### src/rtl/clock_period_meter.sv
// Measures the rising-to-rising period and the high time of a slow asynchronous
// input in clk_in cycles, and flags an input that has stopped toggling.
module clock_period_meter #(
    parameter int WIDTH   = 25,
    parameter int TIMEOUT = 1000
) (
    input  logic             clk_in,
    input  logic             reset_in,
    input  logic             sig_in,
    output logic             rise_tick,
    output logic [WIDTH-1:0] period_out,
    output logic [WIDTH-1:0] high_out,
    output logic             period_valid,
    output logic             stalled
);

    typedef enum logic {
        IDLE,
        MEASURE
    } state_t;

    localparam logic [WIDTH-1:0] TIMEOUT_C = WIDTH'(TIMEOUT);
    localparam logic [WIDTH-1:0] ONE_C     = WIDTH'(1);

    state_t           state_q, state_d;
    logic             s1_q, s2_q, s3_q;
    logic [WIDTH-1:0] cnt_q, cnt_d;
    logic [WIDTH-1:0] hcnt_q, hcnt_d;
    logic [WIDTH-1:0] period_q, period_d;
    logic [WIDTH-1:0] high_q, high_d;
    logic             valid_q, valid_d;
    logic             stalled_q, stalled_d;
    logic             rise_tick_q, rise_tick_d;
    logic             rise;

    assign rise = s2_q & ~s3_q;

    always_comb begin
        state_d     = state_q;
        cnt_d       = cnt_q;
        hcnt_d      = hcnt_q;
        period_d    = period_q;
        high_d      = high_q;
        stalled_d   = stalled_q;
        valid_d     = 1'b0;
        rise_tick_d = rise;

        case (state_q)
            IDLE: begin
                // The first edge after reset or a stall only starts a measurement.
                if (rise) begin
                    cnt_d   = ONE_C;
                    hcnt_d  = ONE_C;
                    state_d = MEASURE;
                end
            end
            MEASURE: begin
                if (rise) begin
                    period_d  = cnt_q;
                    high_d    = hcnt_q;
                    valid_d   = 1'b1;
                    stalled_d = 1'b0;
                    cnt_d     = ONE_C;
                    hcnt_d    = ONE_C;
                end else if (cnt_q < TIMEOUT_C) begin
                    cnt_d  = cnt_q + ONE_C;
                    hcnt_d = hcnt_q + WIDTH'(s2_q);
                end else begin
                    stalled_d = 1'b1;
                    cnt_d     = '0;
                    hcnt_d    = '0;
                    state_d   = IDLE;
                end
            end
            default: state_d = IDLE;
        endcase
    end

    always_ff @(posedge clk_in) begin
        if (!reset_in) begin
            state_q     <= IDLE;
            s1_q        <= 1'b0;
            s2_q        <= 1'b0;
            s3_q        <= 1'b0;
            cnt_q       <= '0;
            hcnt_q      <= '0;
            period_q    <= '0;
            high_q      <= '0;
            valid_q     <= 1'b0;
            stalled_q   <= 1'b0;
            rise_tick_q <= 1'b0;
        end else begin
            state_q     <= state_d;
            s1_q        <= sig_in;
            s2_q        <= s1_q;
            s3_q        <= s2_q;
            cnt_q       <= cnt_d;
            hcnt_q      <= hcnt_d;
            period_q    <= period_d;
            high_q      <= high_d;
            valid_q     <= valid_d;
            stalled_q   <= stalled_d;
            rise_tick_q <= rise_tick_d;
        end
    end

    assign rise_tick    = rise_tick_q;
    assign period_out   = period_q;
    assign high_out     = high_q;
    assign period_valid = valid_q;
    assign stalled      = stalled_q;

endmodule

### config.mk
export PLATFORM = sky130hd
export DESIGN_NAME = clock_period_meter
export DESIGN_NICKNAME = d
export VERILOG_FILES = /design/src/rtl/clock_period_meter.sv
export SDC_FILE = /design/constraint.sdc
export NUM_CORES = 1
export LEC_CHECK = 0
export CAP_MARGIN = 20
export CORE_MARGIN = 4
export CORE_UTILIZATION = 35
export DETAILED_ROUTE_END_ITERATION = 16
export PLACE_DENSITY = 0.67
export RECOVER_POWER = 100
export SETUP_SLACK_MARGIN = 0.15
export SLEW_MARGIN = 20
export SYNTH_ARGS = -nofsm -noshare
export SYNTH_HDL_FRONTEND = slang
export SYNTH_SLANG_ARGS = --single-unit
### constraint.sdc
create_clock -name clk_in -period 2.31 [get_ports clk_in]
set_input_delay 0.3465 -clock clk_in [delete_from_list [all_inputs] [get_ports clk_in]]
set_output_delay 0.3465 -clock clk_in [all_outputs]
set_load 0.02 [all_outputs]
### Word level (Yosys, flattened, before mapping)

Index checks and enable logic that the tools add are counted.
W data, S select, Z words.

| cells by class | value |
|---|---|
| equal/unequal tests | 2 |
| add/subtract/negate cells | 2 |
| reductions and logical operators | 3 |
| multiplexer cells | 13 |
| order comparisons | 1 |
| bitwise gates (word level) | 3 |

Operators with widths:

| operator | number |
|---|---|
| $mux W25 | 5 |
| $pmux W25 S2 | 2 |
| $add A25 B1 Y25 | 1 |
| $add A25 B1 Y25 const B | 1 |
| $lt A25 B10 Y1 const B | 1 |
| $reduce_and A2 Y1 | 3 |
| $mux W1 | 5 |
| $ne A2 B2 Y1 const B | 2 |
| $not A1 Y1 | 2 |
| $pmux W1 S2 | 1 |
| $and A1 B1 Y1 | 1 |

| word-level totals | value |
|---|---|
| flip-flop bits (word level) | 107 |
| word-level logic and storage cells | 35 |
| input bits | 3 |
| output and inout port bits | 53 |

### Depth between registers and ports, before layout

| depth | value |
|---|---|
| depth after elaboration | 4 |
| mapped depth | 8 |

### Least setup slack after synthesis

OpenSTA, ideal clock, no wires.

| timing path | value |
|---|---|
| kind | reg-to-reg |
| start | register s2_q |
| end | register hcnt_q[16] |
| arrival time | 1.677 ns |
| buffers on the path | 1 |
| slack | 0.504 ns |
| setup time | 0.129 ns |
| required time | 2.181 ns |
| clock period less this slack | 1.806 ns |
| stages on the path, launching flop included | 9 |
| cell sequence | dfxtp_1 -> ha_1 -> ha_1 -> nand4_1 -> nor3_1 -> buf_2 -> a311oi_1 -> o211ai_1 -> o41ai_1 |

| on the way | value |
|---|---|
| longest elaborated chain between the ends | 4 |

RTL lines:

| item | line | text |
|---|---|---|
| start, declared | 26 | `logic s1_q, s2_q, s3_q;` |
| start signal, assigned | 95 | `s2_q <= s1_q;` |
| $add A25 B1 Y25 | 67 | `hcnt_d = hcnt_q + WIDTH'(s2_q);` |
| $mux W25 | 65 | `end else if (cnt_q < TIMEOUT_C) begin` |
| $mux W25 | 58 | `if (rise) begin` |
| $pmux W25 S2 | 48 | `case (state_q)` |
| end signal, assigned | 98 | `hcnt_q <= hcnt_d;` |
| end, declared | 28 | `logic [WIDTH-1:0] hcnt_q, hcnt_d;` |

Parallel ways exist; a longest one is shown, timed or not.
A chain may end at the register's enable or synchronous reset.

### Final worst setup path

| timing path | value |
|---|---|
| start | register s2_q |
| end | register hcnt_q[20] |

Same word-level chain as after synthesis.

==> flow_summary_export.csv <==
group,metric,value,unit
route,wl_per_cell,16.52,um
worst_setup_path,start_kind,"flop",
worst_setup_path,worstPathRequired,2.57,ns
clocking,htreeDepth,3,
pwr,leakagePower,1.994,nW
route,drt_iter0_markers,186,
global_routing,track_usage,15.12,%
clocking,clockBufferDepth,2,
final_layout,final_core_util,45.93,%
placement,dp_slack,0.2522,ns
yosys,synth_top_family_by_area,"compound AO/OA/AOI/OAI gates",
run_status,outcome,"finished, final reports clean",
worst_hold_path,hp-class,"reg2reg",
global_routing,grt_pass1_wl,16.04,mm
worst_setup_path,reg2reg_to,"hcnt_q[20]",
global_routing,grt_overflow_total,0,
sta,period_share,88.10,%
placement,dp.cells,571,
route,antenna_left,0,
worst_setup_path,critPathCapture,"hcnt_q[20]",
sta,min_period,2.035,ns
global_routing,antenna_found_initial,0,
yosys,ys_types,44,
yosys,yosysWarnings,0,
clocking,ctsHoldBuffers,0,
yosys,syn_nets,397,
placement,place_hpwl,6.676,mm
yosys,syn-cell-area,4036,um2
final_layout,fin_cells,590,
worst_setup_path,max_stage_delay,0.38,ns
sta,rsz0062_at_grt,"yes",
floorplanning,initial_core_util,36.44,%
sta,slew_viol_final,0,
final_layout,drive_gt1_share,9.333,%
yosys,synth_flop_cell,"dfxtp_1",
worst_setup_path,r2r_setup_slack,0.27,ns
route,routed_wirelength,9.745,mm
sta,fin_skew,0.006558,ns
yosys,synth-simple-area-share,17.61,%
yosys,netlist_instances,391,
worst_setup_path,r2r_cells,8,
sta,max_freq,0.4914,GHz
global_routing,grt_pass1_vias,3123,
worst_setup_path,cpMaxStageDelayCell,"dfxtp_1",
global_routing,grt_max_degree,38,
sta,tightest_slew,0.8116,ns
worst_setup_path,criticalPathCategory,"reg2reg",
clocking,numCtsBuffers,9,
clocking,cts_sinks,107,
yosys,synth_area_per_cell,10.32,um2
job,drv_cap,0,
final_layout,mostFrequentLayoutCell,"dfxtp_1",
pwr,powerDensity,699.6,nW/um2
clocking,clk_latency,0.35,ns
sta,hold_violations,0,
floorplanning,rows,38,
yosys,synth_xor_area_share,0,%
route,dr.pass1.iters,4,
sta,relSlewSlack,45.89,%
worst_setup_path,cp.arrival,2.29,ns
yosys,synthAdderAreaFrac,0.9299,%
final_layout,final_cell_mix,"dfxtp_1, dlygate4sd3_1, a22o_1",
placement,portBuffers,55,
final_layout,fin_nets,451,
clocking,cts-root-buf,"clkbuf_16",
worst_setup_path,crit_chain,"ha_1, ha_1, nand4_1, nor3_2, buf_4, nand4_1, o21ba_1, a311oi_1",
floorplanning,dieArea,13310,um2
worst_setup_path,cp-startpoint,"s2_q",
yosys,synth.area.mux_share,0,%
final_layout,diodes,0,
clocking,tritoncts,"yes",
yosys,synthArstFlopShare,0,%
floorplanning,die_width,115.4,um
sta,timing.final.ws_setup,0.2749,ns
floorplanning,ios,56,
floorplanning,core,11080,um2
route,drc_errors,0,
worst_setup_path,path_max_fanout,6,
floorplanning,die_h,115.4,um
worst_setup_path,reg2reg_from,"s2_q",
sta,final.setup.tns,0,ns
yosys,synth_edf_count,0,
yosys,yosysSeqAreaShare,53.07,%
worst_setup_path,cp-end-kind,"flop",
route,drt-vias-per-instance,5.524,
clocking,path_clk_slew,0.07,ns
placement,routabilityCongestion,0.8718,
route,vias,3259,
yosys,ys_ff_latch,107,
final_layout,area_delta_synth_final,26.07,%
yosys,synth_compound_area_share,24.71,%
pwr,peakVddDrop,0.4109,mV
sta,setup_viol,0,
-- cell type report --
type | count | area (um2)
Multi-Input combinational cell | 249 | 1767
Clock inverter | 7 | 82.58
Clock buffer | 9 | 225.2
Tap cell | 140 | 175.2
Fill cell | 1056 | 5989
Sequential cell | 107 | 2142
Timing Repair Buffer | 74 | 681.9
Inverter | 4 | 15.01
-- per-stage QoR --
step                hold WS (ns)  total power, mW  instance area, um2
detailed placement        0.4627            2.029                4777
floorplan                 0.4119            1.977                4036
global route              0.4912            3.685                5089
finish                    0.4734            3.560                5089
CTS                       0.4787            3.600                5085
global placement          0.4530            2.025                4777
-- timing repair --
| item | 4_1_cts | 5_1_grt |
|---|---|---|
| buffers inserted | 0 | 3 |
| gates resized for setup | 0 | 5 |
| setup endpoints to repair | 0 | 6 |
-- cells by family (layout without fill, tap and decap cells) --
kind of cell / count (synthesis) / after routing
flops: 107 / 107
buf+inv: 35 / 94
simple gates: 119 / 119
compound gates: 127 / 127
fa+ha+maj: 3 / 3
-- power by group --
group          total (mW)  internal [mW]  switching, mW  leakage [nW]
Combinational       0.125         0.0335         0.0911         0.987
Clock                1.58          0.860          0.718         0.145
Sequential           1.86           1.85        0.00824         0.862
Total                3.56           2.74          0.817          1.99
-- how the worst min path moves through the flow --
stage / from / end / slack [ns] / cells after the start
after floorplan: s1_q / s2_q / 0.41 / 1
final: high_out[1] / high_out[1] / 0.47 / 1
after global placement: s3_q / rise_tick / 0.45 / 1
after CTS: s3_q / rise_tick / 0.48 / 1
after detailed placement: period_out[4] / period_out[4] / 0.46 / 1
after global routing: period_out[16] / period_out[16] / 0.49 / 1
-- registers in the layout, indices dropped and copies added, names as in the netlist --
signal        cells
s1_q              1
s3_q              1
period_out       25
s2_q              1
period_valid      1
rise_tick         1
state_q           1
high_out         25
stalled           1
cnt_q            25
hcnt_q           25
-- cells in the mapped netlist, types with 2 or more instances --
cell type / number / area, um2
buf_2: 7 / 35.03
a311oi_1: 12 / 105.1
nand2b_1: 2 / 12.51
nor2b_1: 3 / 18.77
o311a_1: 7 / 70.07
nand3_1: 16 / 80.08
or3_1: 2 / 12.51
a41oi_1: 7 / 61.31
o21ai_0: 7 / 35.03
o21ba_1: 2 / 20.02
a211oi_1: 5 / 37.54
ha_1: 3 / 37.54
nor3_1: 17 / 85.08
and2_1: 10 / 62.56
nor3b_1: 2 / 15.01
and3_1: 14 / 87.58
o211ai_1: 3 / 22.52
nor4_4: 4 / 85.08
nand2_1: 16 / 60.06
a22o_1: 50 / 437.9
a31oi_1: 2 / 12.51
inv_1: 2 / 7.510
dfxtp_1: 107 / 2142
clkinv_1: 2 / 7.510
a22oi_1: 2 / 15.01
nor2_1: 15 / 56.30
a21oi_1: 23 / 115.1
nand4_1: 12 / 75.07
clkbuf_1: 22 / 82.58
-- routing by layer --
| layer | vias up | GRT usage (%) | wire length (um) |
|---|---|---|---|
| li1 | 1611 | - | - |
| met1 | 1538 | 21.20 | 4685 |
| met2 | 97 | 22.49 | 4360 |
| met3 | 13 | 2.895 | 509 |
| met4 | 0 | 6.964 | 191 |
| met5 | - | 0 | 0 |
-- critical path, delay by kind of cell, from the launching register on --
kind	cells	cell delay [ns]
fa+ha+maj	2	0.46
buf+inv	1	0.17
flops	1	0.38
simple gates	3	0.50
compound gates	2	0.44
Note: power is estimated with default switching activity, not from simulation.
